## config.mk

```make
export PLATFORM = sky130hd
export DESIGN_NAME = prod_accum
export DESIGN_NICKNAME = d
export VERILOG_FILES = /design/src/rtl/prod_accum_pkg.sv /design/src/rtl/acc_sat_add.sv /design/src/rtl/prod_accum.sv
export SDC_FILE = /design/constraint.sdc
export NUM_CORES = 1
export LEC_CHECK = 0
export ABC_CLOCK_PERIOD_IN_PS = 4450
export BUFFER_PORTS_ARGS = -buffer_cell sky130_fd_sc_hd__buf_2
export CAP_MARGIN = 20
export CORE_MARGIN = 8
export CORE_UTILIZATION = 47
export DETAILED_ROUTE_END_ITERATION = 12
export PLACE_DENSITY_LB_ADDON = 0.25
export SLEW_MARGIN = 40
export SYNTH_ARGS = -nofsm -noshare
export SYNTH_HDL_FRONTEND = slang
export SYNTH_SLANG_ARGS = --single-unit
export TNS_END_PERCENT = 30
```

## constraint.sdc

```tcl
create_clock -name CLK -period 4.45 [get_ports CLK]
set_clock_uncertainty 0.2 [all_clocks]
set_input_delay 1.1125 -clock CLK [delete_from_list [all_inputs] [get_ports CLK]]
set_output_delay 1.1125 -clock CLK [all_outputs]
set_load 0.01 [all_outputs]
```

## src/rtl/prod_accum_pkg.sv

```systemverilog
// Shared types and constants for the product accumulator.
// Holds the FSM encoding, port widths and the full-adder cell.
package prod_accum_pkg;

  localparam int P_W   = 8;
  localparam int CNT_W = 4;

  typedef enum logic {
    ACC  = 1'b0,
    HOLD = 1'b1
  } state_e;

  // Full-adder cell: returns {carry_out, sum}.
  function automatic logic [1:0] fa(input logic a, input logic b, input logic ci);
    fa = {(a & b) | (a & ci) | (b & ci), a ^ b ^ ci};
  endfunction

endpackage

```

## src/rtl/acc_sat_add.sv

```systemverilog
// Combinational ripple-carry add of an 8-bit product onto the accumulator,
// evaluated at ACC_W+1 bits and clamped to the all-ones ACC_W value.
module acc_sat_add
  import prod_accum_pkg::*;
#(
  parameter int ACC_W = 10
) (
  input  logic [ACC_W-1:0] acc_i,
  input  logic [P_W-1:0]   prod_i,
  output logic [ACC_W-1:0] sum_o,
  output logic             sat_o
);

  logic [ACC_W-1:0] prod_ext;
  logic [ACC_W:0]   carry;
  logic [ACC_W:0]   raw;

  assign prod_ext = {{(ACC_W - P_W){1'b0}}, prod_i};
  assign carry[0] = 1'b0;

  for (genvar i = 0; i < ACC_W; i++) begin : g_fa
    assign {carry[i+1], raw[i]} = fa(acc_i[i], prod_ext[i], carry[i]);
  end

  // Both operands are zero in the top bit, so that cell's sum is the carry in.
  assign raw[ACC_W] = carry[ACC_W];

  assign sat_o = raw[ACC_W];
  assign sum_o = sat_o ? {ACC_W{1'b1}} : raw[ACC_W-1:0];

endmodule

```

## src/rtl/prod_accum.sv

```systemverilog
// Sums N_TERMS unsigned products into a saturating accumulator, then holds
// the result under a valid/ready handshake until it is taken or aborted.
module prod_accum
  import prod_accum_pkg::*;
#(
  parameter int ACC_W   = 10,
  parameter int N_TERMS = 8
) (
  input  logic             CLK,
  input  logic             RST_N,
  input  logic [P_W-1:0]   P,
  input  logic             P_VALID,
  output logic             P_READY,
  input  logic             CLR,
  output logic [ACC_W-1:0] R,
  output logic             R_VALID,
  input  logic             R_READY,
  output logic             OVF,
  output logic [CNT_W-1:0] CNT
);

  localparam logic [CNT_W-1:0] LAST_CNT = CNT_W'(N_TERMS - 1);

  state_e           state_q, state_d;
  logic [ACC_W-1:0] acc_q, acc_d;
  logic [CNT_W-1:0] cnt_q, cnt_d;
  logic             ovf_q, ovf_d;

  logic             accept;
  logic             consume;
  logic [ACC_W-1:0] sum;
  logic             sat;

  assign accept  = (state_q == ACC)  && P_VALID && !CLR;
  assign consume = (state_q == HOLD) && R_READY && !CLR;

  acc_sat_add #(
    .ACC_W (ACC_W)
  ) u_add (
    .acc_i  (acc_q),
    .prod_i (P),
    .sum_o  (sum),
    .sat_o  (sat)
  );

  // NOTE: sequential state uses non-blocking assignments so every flop
  // samples the pre-edge values; combinational blocks use blocking ones.
  always_ff @(posedge CLK or negedge RST_N) begin
    if (!RST_N) begin
      state_q <= ACC;
    end else begin
      state_q <= state_d;
    end
  end

  // NOTE: every combinational output gets a default first so no path
  // through the block leaves it unassigned and infers a latch.
  always_comb begin
    state_d = state_q;
    if (CLR) begin
      state_d = ACC;
    end else begin
      case (state_q)
        ACC:     if (accept && (cnt_q == LAST_CNT)) state_d = HOLD;
        HOLD:    if (R_READY) state_d = ACC;
        default: state_d = ACC;
      endcase
    end
  end

  always_comb begin
    P_READY = 1'b0;
    R_VALID = 1'b0;
    case (state_q)
      ACC:     P_READY = 1'b1;
      HOLD:    R_VALID = 1'b1;
      default: P_READY = 1'b1;
    endcase
  end

  // Abort and result hand-off both restart the sum from zero.
  always_comb begin
    acc_d = acc_q;
    cnt_d = cnt_q;
    ovf_d = ovf_q;
    if (CLR || consume) begin
      acc_d = '0;
      cnt_d = '0;
      ovf_d = 1'b0;
    end else if (accept) begin
      acc_d = sum;
      cnt_d = cnt_q + CNT_W'(1);
      ovf_d = ovf_q | sat;
    end
  end

  always_ff @(posedge CLK or negedge RST_N) begin
    if (!RST_N) begin
      acc_q <= '0;
      cnt_q <= '0;
      ovf_q <= 1'b0;
    end else begin
      acc_q <= acc_d;
      cnt_q <= cnt_d;
      ovf_q <= ovf_d;
    end
  end

  assign R   = acc_q;
  assign OVF = ovf_q;
  assign CNT = cnt_q;

endmodule

```

==> results.py, run 1 <==
metrics = {
    "run_status": {
        "run_status": "completed",
    },
    "cts": {
        "insertion_delay_ns": 0.28,
        "cts_max_level": 1,
        "cts_sinks": 16,
        "cts_buffers": 3,
        "clk_root_buffer_cell": "clkbuf_4",
        "clk_pin_slew_worst_paths_ns": 0.09,
        "cts_max_path_buffers": 2,
        "hold_buffers": 0,
        "cts_tree": "yes",
    },
    "sta": {
        "fin_crit_sh_pct": 98.4,
        "rsz0062_at_grt": "no",
        "fin_tns_setup_ns": 0,
        "slew_violations": 0,
        "timing.fmax_ghz": 0.228,
        "slew-limit-headroom_pct": 54.8,
        "min_period_ns": 4.38,
        "hold_viol": 0,
        "holdWs_ns": 0.321,
        "tightest_slew_ns": 0.675,
        "setup_viol": 0,
        "fin_ws_ns": 0.0726,
    },
    "floorplanning": {
        "core-area_sq_mm": 0.00171,
        "rows": 15,
        "dieWidth_um": 58.5,
        "start_util_pct": 49.7,
        "die-area_sq_mm": 0.00342,
        "die_h_um": 58.5,
        "io-pin-count": 30,
    },
    "synthesis": {
        "netlist.top_cell.by_area": "dfrtp_1",
        "synth_area_per_cell_sq_um": 14.1,
        "yosys.area.top_type_share_pct": 47.2,
        "yosys_warnings": 0,
        "syn_nets": 83,
        "yosys-top-cells-area": "dfrtp_1 (47%), fa_1 (17%), o221a_1 (12%), ha_1 (4.4%), mux2i_1 (3.5%)",
        "yosysSeqAreaShare_pct": 47.2,
        "postSynthCellCount": 60,
        "synth_cell_types": 19,
        "yosys_register_bits": 16,
        "syn_area_sq_um": 848,
    },
    "layout": {
        "final_nets": 117,
        "mostFrequentLayoutCells": "buf_2 (28), dfrtp_1 (16), o221a_1 (9), fa_2 (7), nor2_1 (4)",
        "layout_commonest_cell": "buf_2",
        "syn_to_final_growth_pct": 30.5,
        "drive_gt1_share_pct": 52.2,
        "diodes": 0,
    },
    "grt": {
        "grt_pass1_vias": 675,
        "grt_max_degree": 17,
        "antenna_found_initial": 0,
        "grt-ovfl-total": 0,
        "gr-usage-all-layers_pct": 11.9,
        "grt_pass1_wl_mm": 3.17,
    },
    "placement": {
        "dpl_worst_slack_ns": -0.294,
        "numPortBuffers": 29,
        "place_congestion": 0.721,
    },
    "drt": {
        "finalWirelength_mm": 1.97,
        "ant_nets": 0,
        "via_per_inst": 5.41,
        "dr_total_vias": 633,
        "dr.pass1.iters": 4,
        "drt-initial-drc-count": 16,
        "route.detailed.drc": 0,
        "routedWlPerCell_um": 16.8,
    },
    "worst_setup_path": {
        "arrival_ns": 4.35,
        "start_kind": "input port",
        "crit_fanout": 4,
        "end_kind": "flip-flop",
        "criticalPathCategory": "input port to flip-flop",
        "worst_ep_required_time_ns": 4.42,
    },
    "power_and_ir_drop": {
        "powerDensity_mw_per_mm2": 292,
        "p_leak_nw": 0.556,
        "ir_drop_v": 0.000199,
    },
    "flow_run": {
        "cap_violations": 0,
    },
    "hold_path": {
        "min_path_type": "flip-flop to flip-flop",
    },
}
-- sequential cells by signal, summed over array words and instances, names as in the netlist --
name and flops:
state_q 1, OVF 1, CNT 4, R 10
-- metal layers --
| metal | share of wire [%] | wire length [um] | track usage (%) |
|---|---|---|---|
| met3 | 5.3 | 105 | 3.70 |
| met4 | 0.61 | 12 | 3.15 |
| met2 | 51 | 994 | 19.7 |
| met5 | 0 | 0 | 0 |
| met1 | 43 | 854 | 14.6 |
-- cell usage after synthesis (all sizes together) --
cell / count
mux2i: 3
o221a: 9
buf: 2
fa: 7
nand2: 5
dfrtp: 16
a21oi: 3
inv: 1
nor3b: 1
nor2b: 1
nor2: 4
nand4b: 1
ha: 3
a31oi: 1
xnor2: 1
a21o: 1
nand4: 1
-- stage by stage --
stage          cells  total power [mW]  utilization (%)  area, sq um
3_5_place_dp     113             0.251             62.3         1060
2_1_floorplan     60             0.217                -          898
5_1_grt          117             0.343             64.8         1110
3_3_place_gp     113             0.247             62.3         1060
6_report         117             0.323             64.8         1110
4_1_cts          116             0.325             63.6         1090
-- critical path: stages --
cell and delay, ns:
buf_6 0.10, ha_4 0.15, fa_2 0.33, fa_2 0.34
fa_2 0.34, fa_2 0.34, fa_2 0.34, fa_2 0.34
fa_2 0.37, ha_4 0.18, nand2_4 0.08, nand2_2 0.08
o221a_1 0.25
-- kinds of logic after synthesis --
logic type,after synthesis,synth area share (%)
xor gates and xnor gates,1,1.03
adders and majority gates,10,20.9
AOI/OAI and AO/OA,14,15.3
and+or+nand+nor,13,9.29
DFF,16,47.2
muxes,3,3.54
buffers and inverters,3,2.65
-- where the power goes --
| part | internal (mW) | total, mW | leakage (nW) | switching (mW) |
|---|---|---|---|---|
| Clock | 0.0313 | 0.0744 | 0.0138 | 0.0431 |
| Sequential | 0.156 | 0.169 | 0.213 | 0.0128 |
| Combinational | 0.0405 | 0.0799 | 0.328 | 0.0394 |
| Total | 0.228 | 0.323 | 0.556 | 0.0953 |
-- path summary, 6_finish.rpt --
path                       cells after the start  slack [ns]  start  endpoint
min in group asynchronous                      1        0.53  RST_N      R[6]
setup / recovery                              13        0.07   P[0]      R[1]
hold / removal                                 2        0.32    OVF       OVF
hold reg to reg                                2        0.32    OVF       OVF
max in group asynchronous                      1        3.25  RST_N      R[0]
setup reg to reg                              12        0.56   R[0]      R[1]
-- layout make-up --
cell class              instances  area, sq um
flip-flops and latches         16          400
well taps                      25         31.3
clock buffers                   3         22.5
multi-input cells              42          490
inverters                       1         3.75
fillers                       144          601
repair buffers                 30          159
-- what timing repair did --
item,in CTS,in global routing
buffers inserted,0,0
setup endpoints to repair,0,9
gates resized for setup,0,2
Power figures use the tool's default switching activity.
==> run 2: changes to the inputs <==
--- a/config.mk
+++ b/config.mk
@@ -8,10 +8,12 @@
 export ABC_CLOCK_PERIOD_IN_PS = 4450
 export BUFFER_PORTS_ARGS = -buffer_cell sky130_fd_sc_hd__buf_2
 export CAP_MARGIN = 20
+export CORE_ASPECT_RATIO = 1.25
 export CORE_MARGIN = 8
 export CORE_UTILIZATION = 47
 export DETAILED_ROUTE_END_ITERATION = 12
 export PLACE_DENSITY_LB_ADDON = 0.25
+export RECOVER_POWER = 25
 export SLEW_MARGIN = 40
 export SYNTH_ARGS = -nofsm -noshare
 export SYNTH_HDL_FRONTEND = slang
==> constraint.sdc (replaced) <==
create_clock -name CLK -period 4.45 [get_ports CLK]
set_clock_uncertainty 0.2 [all_clocks]
set_input_delay 0.2225 -clock CLK [delete_from_list [all_inputs] [get_ports CLK]]
set_output_delay 0.2225 -clock CLK [all_outputs]
set_load 0.01 [all_outputs]
==> run 2 against run 1 <==
Compared with the run above:
- hold slack lost 0.22 ns
- non-clock buffer count is the same
- setup slack gained 0.12 ns
- utilization shrank 4.1 points
- largest cell class unchanged
- die area grew 0.25%
- routed wire length shrank 6.1%
- cell count shrank 5.1%
- power grew 4.1%
- critical path depth shrank 1
- critical endpoint is now R[5]
- sequential share of layout area grew 1.6 points
==> results.py, run 2 (same netlist as run 1, synthesis figures left out) <==
metrics = {
    "run_status": {
        "run_status": "completed",
    },
    "sta": {
        "fin_tns_setup_ns": 0,
        "fin_crit_sh_pct": 95.7,
        "slew-limit-headroom_pct": 43.9,
        "holdWs_ns": 0.0976,
        "min_period_ns": 4.26,
        "timing.fmax_ghz": 0.235,
        "hold_viol": 0,
        "slew_violations": 0,
        "tightest_slew_ns": 0.841,
        "setup_viol": 0,
        "rsz0062_at_grt": "no",
    },
    "floorplanning": {
        "dieWidth_um": 54,
        "core-area_sq_mm": 0.00174,
        "die-area_sq_mm": 0.00343,
        "io-pin-count": 30,
        "rows": 17,
        "start_util_pct": 48.6,
        "die_h_um": 63.5,
    },
    "worst_setup_path": {
        "r2r_slack_ns": 0.19,
        "worst_ep_required_time_ns": 4.43,
        "start_kind": "flip-flop",
        "arrival_ns": 4.24,
        "rr_endpoint": "R[5]",
        "end_kind": "flip-flop",
        "r2r_cells": 12,
        "criticalPathCategory": "flip-flop to flip-flop",
        "crit_fanout": 9,
        "r2r-start": "R[0]",
    },
    "grt": {
        "grt_max_degree": 17,
        "gr-usage-all-layers_pct": 12.0,
        "antenna_found_initial": 0,
        "grt_pass1_wl_mm": 3.11,
        "grt-ovfl-total": 0,
        "grt_pass1_vias": 690,
    },
    "layout": {
        "drive_gt1_share_pct": 42.4,
        "final_nets": 116,
        "syn_to_final_growth_pct": 24.9,
        "mostFrequentLayoutCells": "buf_2 (28), dfrtp_1 (16), o221a_1 (9), fa_1 (6), nor2_1 (4)",
        "diodes": 0,
        "layout_commonest_cell": "buf_2",
        "largest_reg_flops": 10,
        "stdcell_count": 111,
    },
    "drt": {
        "drt-initial-drc-count": 8,
        "ant_nets": 0,
        "route.detailed.drc": 0,
        "finalWirelength_mm": 1.85,
        "dr_total_vias": 622,
        "via_per_inst": 5.60,
        "routedWlPerCell_um": 16.6,
        "dr.pass1.iters": 3,
    },
    "power_and_ir_drop": {
        "powerDensity_mw_per_mm2": 317,
        "ir_drop_v": 0.000227,
        "p_leak_nw": 0.546,
    },
    "cts": {
        "clk_pin_slew_worst_paths_ns": 0.10,
        "postCtsSetupRepairBufs": 0,
        "insertion_delay_ns": 0.29,
        "cts_buffers": 3,
        "cts_tree": "yes",
        "cts_max_level": 1,
        "cts_sinks": 16,
        "clk_root_buffer_cell": "clkbuf_4",
        "cts_max_path_buffers": 2,
    },
    "placement": {
        "place_congestion": 0.717,
        "post-place-cells": 106,
        "hpwl_mm": 1.43,
        "numPortBuffers": 29,
    },
    "flow_run": {
        "cap_violations": 0,
    },
    "hold_path": {
        "hold_depth": 3,
        "min_path_type": "input port to flip-flop",
        "whs_endpoint": "CNT[0]",
        "min-delay-start": "R_READY",
    },
}
run 2: cell count changes in the layout (fill, tap and decap cells not counted), sizes merged:
cell	delta
buf	-2
clkbuf	+2
dlygate4sd3	+1
nand2	-1
run 2: per-layer routing:
layer	global-route usage, %	vias to the layer above	part of all wire (%)
li1	-	290	-
met1	14.0	309	42
met2	19.0	18	49
met3	2.82	5	7.3
met4	6.48	0	2.1
met5	0	-	0
run 2: how the worst max path moves through the flow:
| stage | to | slack, ns | start |
|---|---|---|---|
| finish | R[5] | 0.19 | R[0] |
| global route | R[2] | 0.05 | R[0] |
| CTS | R[8] | 0.05 | R[0] |
| detailed placement | R[7] | 0.05 | R[0] |
| global placement | R[0] | 0.14 | R[0] |
| floorplan | R[1] | 0.28 | R[0] |
run 2: layout make-up:
type | instances | area [sq um]
sequential | 16 | 400
tap | 19 | 23.8
fill | 154 | 684
inverter | 1 | 3.75
multi-input combinational | 41 | 442
timing repair buffer | 30 | 154
clock buffer | 4 | 36.3
run 2: metrics by stage:
| step | power [mW] | utilization [%] | setup slack, ns | cell area (sq um) |
|---|---|---|---|---|
| 2_1_floorplan | 0.211 | - | 0.278 | 848 |
| 3_3_place_gp | 0.239 | 57.2 | 0.143 | 998 |
| 3_5_place_dp | 0.242 | 57.2 | 0.0546 | 998 |
| 4_1_cts | 0.339 | 59.9 | 0.0535 | 1040 |
| 5_1_grt | 0.357 | 60.8 | 0.0488 | 1060 |
| 6_report | 0.336 | 60.8 | 0.193 | 1060 |
run 2: repair_timing:
action / 4_1_cts / 5_1_grt
gates resized for setup: 0 / 4
setup endpoints to repair: 0 / 9
hold buffers: 1 / 0
hold endpoints to repair: 16 / 0
run 2: power breakdown:
| group | internal (mW) | total, mW | switching, mW |
|---|---|---|---|
| Clock | 0.0499 | 0.0966 | 0.0467 |
| Sequential | 0.156 | 0.167 | 0.0109 |
| Combinational | 0.0354 | 0.0727 | 0.0373 |
run 2: critical path, cell delays in order, from the launching register on:
cell,delay (ns)
dfrtp_1,0.40
ha_1,0.20
fa_1,0.39
fa_1,0.40
fa_2,0.35
fa_1,0.40
fa_1,0.40
fa_1,0.39
fa_1,0.38
ha_2,0.20
nand2_2,0.09
nand2_4,0.09
o221a_1,0.26
==> run 3: changes to the inputs <==
--- a/config.mk
+++ b/config.mk
@@ -8,10 +8,11 @@
 export ABC_CLOCK_PERIOD_IN_PS = 4450
 export BUFFER_PORTS_ARGS = -buffer_cell sky130_fd_sc_hd__buf_2
 export CAP_MARGIN = 20
-export CORE_ASPECT_RATIO = 1.25
 export CORE_MARGIN = 8
-export CORE_UTILIZATION = 47
+export CORE_UTILIZATION = 50
+export CTS_BUF_LIST = sky130_fd_sc_hd__clkbuf_4
 export DETAILED_ROUTE_END_ITERATION = 12
+export GPL_TIMING_DRIVEN = 0
 export PLACE_DENSITY_LB_ADDON = 0.25
 export RECOVER_POWER = 25
 export SLEW_MARGIN = 40
==> run 3 against run 2 <==
Compared with the run above:
- fmax up 0.24%
- sequential power about the same
- register-to-register slack about the same
- clock-buffer cell count down 1
- critical path type unchanged
- largest cell class unchanged
- largest power group unchanged
==> results.py, run 3 (same netlist as run 1, synthesis figures left out) <==
metrics = {
    "cts": {
        "cts_max_level": 1,
        "cts_tree": "yes",
        "cts_sinks": 16,
        "postCtsSetupRepairBufs": 0,
        "clk_pin_slew_worst_paths_ns": 0.09,
        "clk_root_buffer_cell": "clkbuf_4",
        "cts_max_path_buffers": 2,
        "insertion_delay_ns": 0.28,
        "cts_buffers": 3,
    },
    "placement": {
        "place_congestion": 0.717,
        "hpwl_mm": 1.33,
        "numPortBuffers": 29,
        "dpl_worst_slack_ns": 0.107,
    },
    "drt": {
        "via_per_inst": 5.64,
        "dr_total_vias": 626,
        "dr.pass1.iters": 2,
        "ant_nets": 0,
        "finalWirelength_mm": 1.70,
        "drt-initial-drc-count": 2,
        "route.detailed.drc": 0,
        "routedWlPerCell_um": 15.3,
    },
    "grt": {
        "grt-ovfl-total": 0,
        "antenna_found_initial": 0,
        "grt_pass1_vias": 658,
        "grt_pass1_wl_mm": 3.04,
        "gr-usage-all-layers_pct": 11.3,
        "grt_max_degree": 17,
    },
    "sta": {
        "setup_viol": 0,
        "fin_tns_setup_ns": 0,
        "timing.fmax_ghz": 0.235,
        "tightest_slew_ns": 0.851,
        "fin_crit_sh_pct": 95.4,
        "slew-limit-headroom_pct": 43.3,
        "min_period_ns": 4.25,
        "hold_viol": 0,
        "slew_violations": 0,
        "fin_ws_ns": 0.204,
        "rsz0062_at_grt": "no",
    },
    "layout": {
        "drive_gt1_share_pct": 39.4,
        "largest_reg_flops": 10,
        "mostFrequentLayoutCells": "buf_2 (28), dfrtp_1 (16), o221a_1 (9), fa_1 (6)",
        "layout_commonest_cell": "buf_2",
        "diodes": 0,
        "fill_cells": 152,
        "syn_to_final_growth_pct": 24.6,
        "final_nets": 118,
    },
    "worst_setup_path": {
        "crit_fanout": 9,
        "worst_ep_required_time_ns": 4.42,
        "start_kind": "flip-flop",
        "arrival_ns": 4.22,
        "criticalPathCategory": "flip-flop to flip-flop",
        "end_kind": "flip-flop",
    },
    "floorplanning": {
        "die-area_sq_mm": 0.00327,
        "die_h_um": 57.2,
        "start_util_pct": 51.4,
        "io-pin-count": 30,
        "core-area_sq_mm": 0.00165,
        "rows": 15,
        "dieWidth_um": 57.2,
    },
    "power_and_ir_drop": {
        "ir_drop_v": 0.000213,
        "total_power_mw": 0.316,
        "powerDensity_mw_per_mm2": 299,
        "p_leak_nw": 0.552,
    },
    "hold_path": {
        "min_path_type": "input port to flip-flop",
    },
    "run_status": {
        "run_status": "completed",
    },
    "flow_run": {
        "cap_violations": 0,
    },
}
run 3: cell types whose count changed in the layout (fill, tap and decap cells not counted):
cell,previous run,this run
nand2_1,3,4
clkinv_1,0,1
buf_6,0,1
a21oi_2,1,0
buf_4,0,1
ha_2,1,0
ha_1,2,3
a21oi_1,2,3
clkbuf_8,1,0
nand2_2,1,0
run 3: critical path, cell delays in order (launching register included):
cell     delay, ns
dfrtp_1       0.40
ha_1          0.19
fa_1          0.38
fa_1          0.39
fa_1          0.38
fa_1          0.38
fa_1          0.39
fa_2          0.36
fa_1          0.37
ha_1          0.22
nand2_1       0.11
nand2_4       0.10
o221a_1       0.25
run 3: area by class of cell:
type,count,area (sq um),area share [%]
tap,17,21.3,2.01
sequential,16,400,37.9
timing repair buffer,30,154,14.6
buffer,2,18.8,1.78
clock inverter,1,3.75,0.355
inverter,1,3.75,0.355
clock buffer,3,22.5,2.13
multi-input combinational,41,433,40.9
run 3: worst paths after layout:
path | startpoint | to | slack [ns] | depth (start not counted)
setup / recovery | R[0] | R[8] | 0.20 | 12
hold reg to reg | OVF | OVF | 0.30 | 2
max in group asynchronous | RST_N | state_q | 3.17 | 2
setup reg to reg | R[0] | R[8] | 0.20 | 12
min in group asynchronous | RST_N | R[2] | 0.35 | 2
hold / removal | R_READY | CNT[3] | 0.06 | 4
run 3: report_power, final:
part           leakage (nW)  switching [mW]  internal (mW)
logic                 0.324          0.0364         0.0360
registers             0.213          0.0108          0.156
clock network        0.0154          0.0439         0.0325
total                 0.552          0.0911          0.225
run 3: repair_timing:
action	4_1_cts	5_1_grt
endpoints found under the hold margin	16	0
hold buffers	1	0
gates resized for setup	0	2
endpoints found under the setup margin	0	9
run 3: routing by layer:
layer,track usage (%),up-vias,share of wire [%]
met2,17.1,15,51
li1,-,296,-
met5,0,-,0
met1,14.7,315,45
met3,4.66,0,4.2
met4,3.02,0,0
run 3: metrics by stage:
stage                     instances  area (sq um)  utilization (%)  hold slack (ns)
final                           111          1060             64.0           0.0554
after global routing            111          1060             64.0           0.0643
after CTS                       111          1050             63.6           0.0429
after detailed placement        106          1010             61.4          -0.0502
after global placement          106          1010             61.4          -0.0449
after floorplan                  60           848                -           -0.273
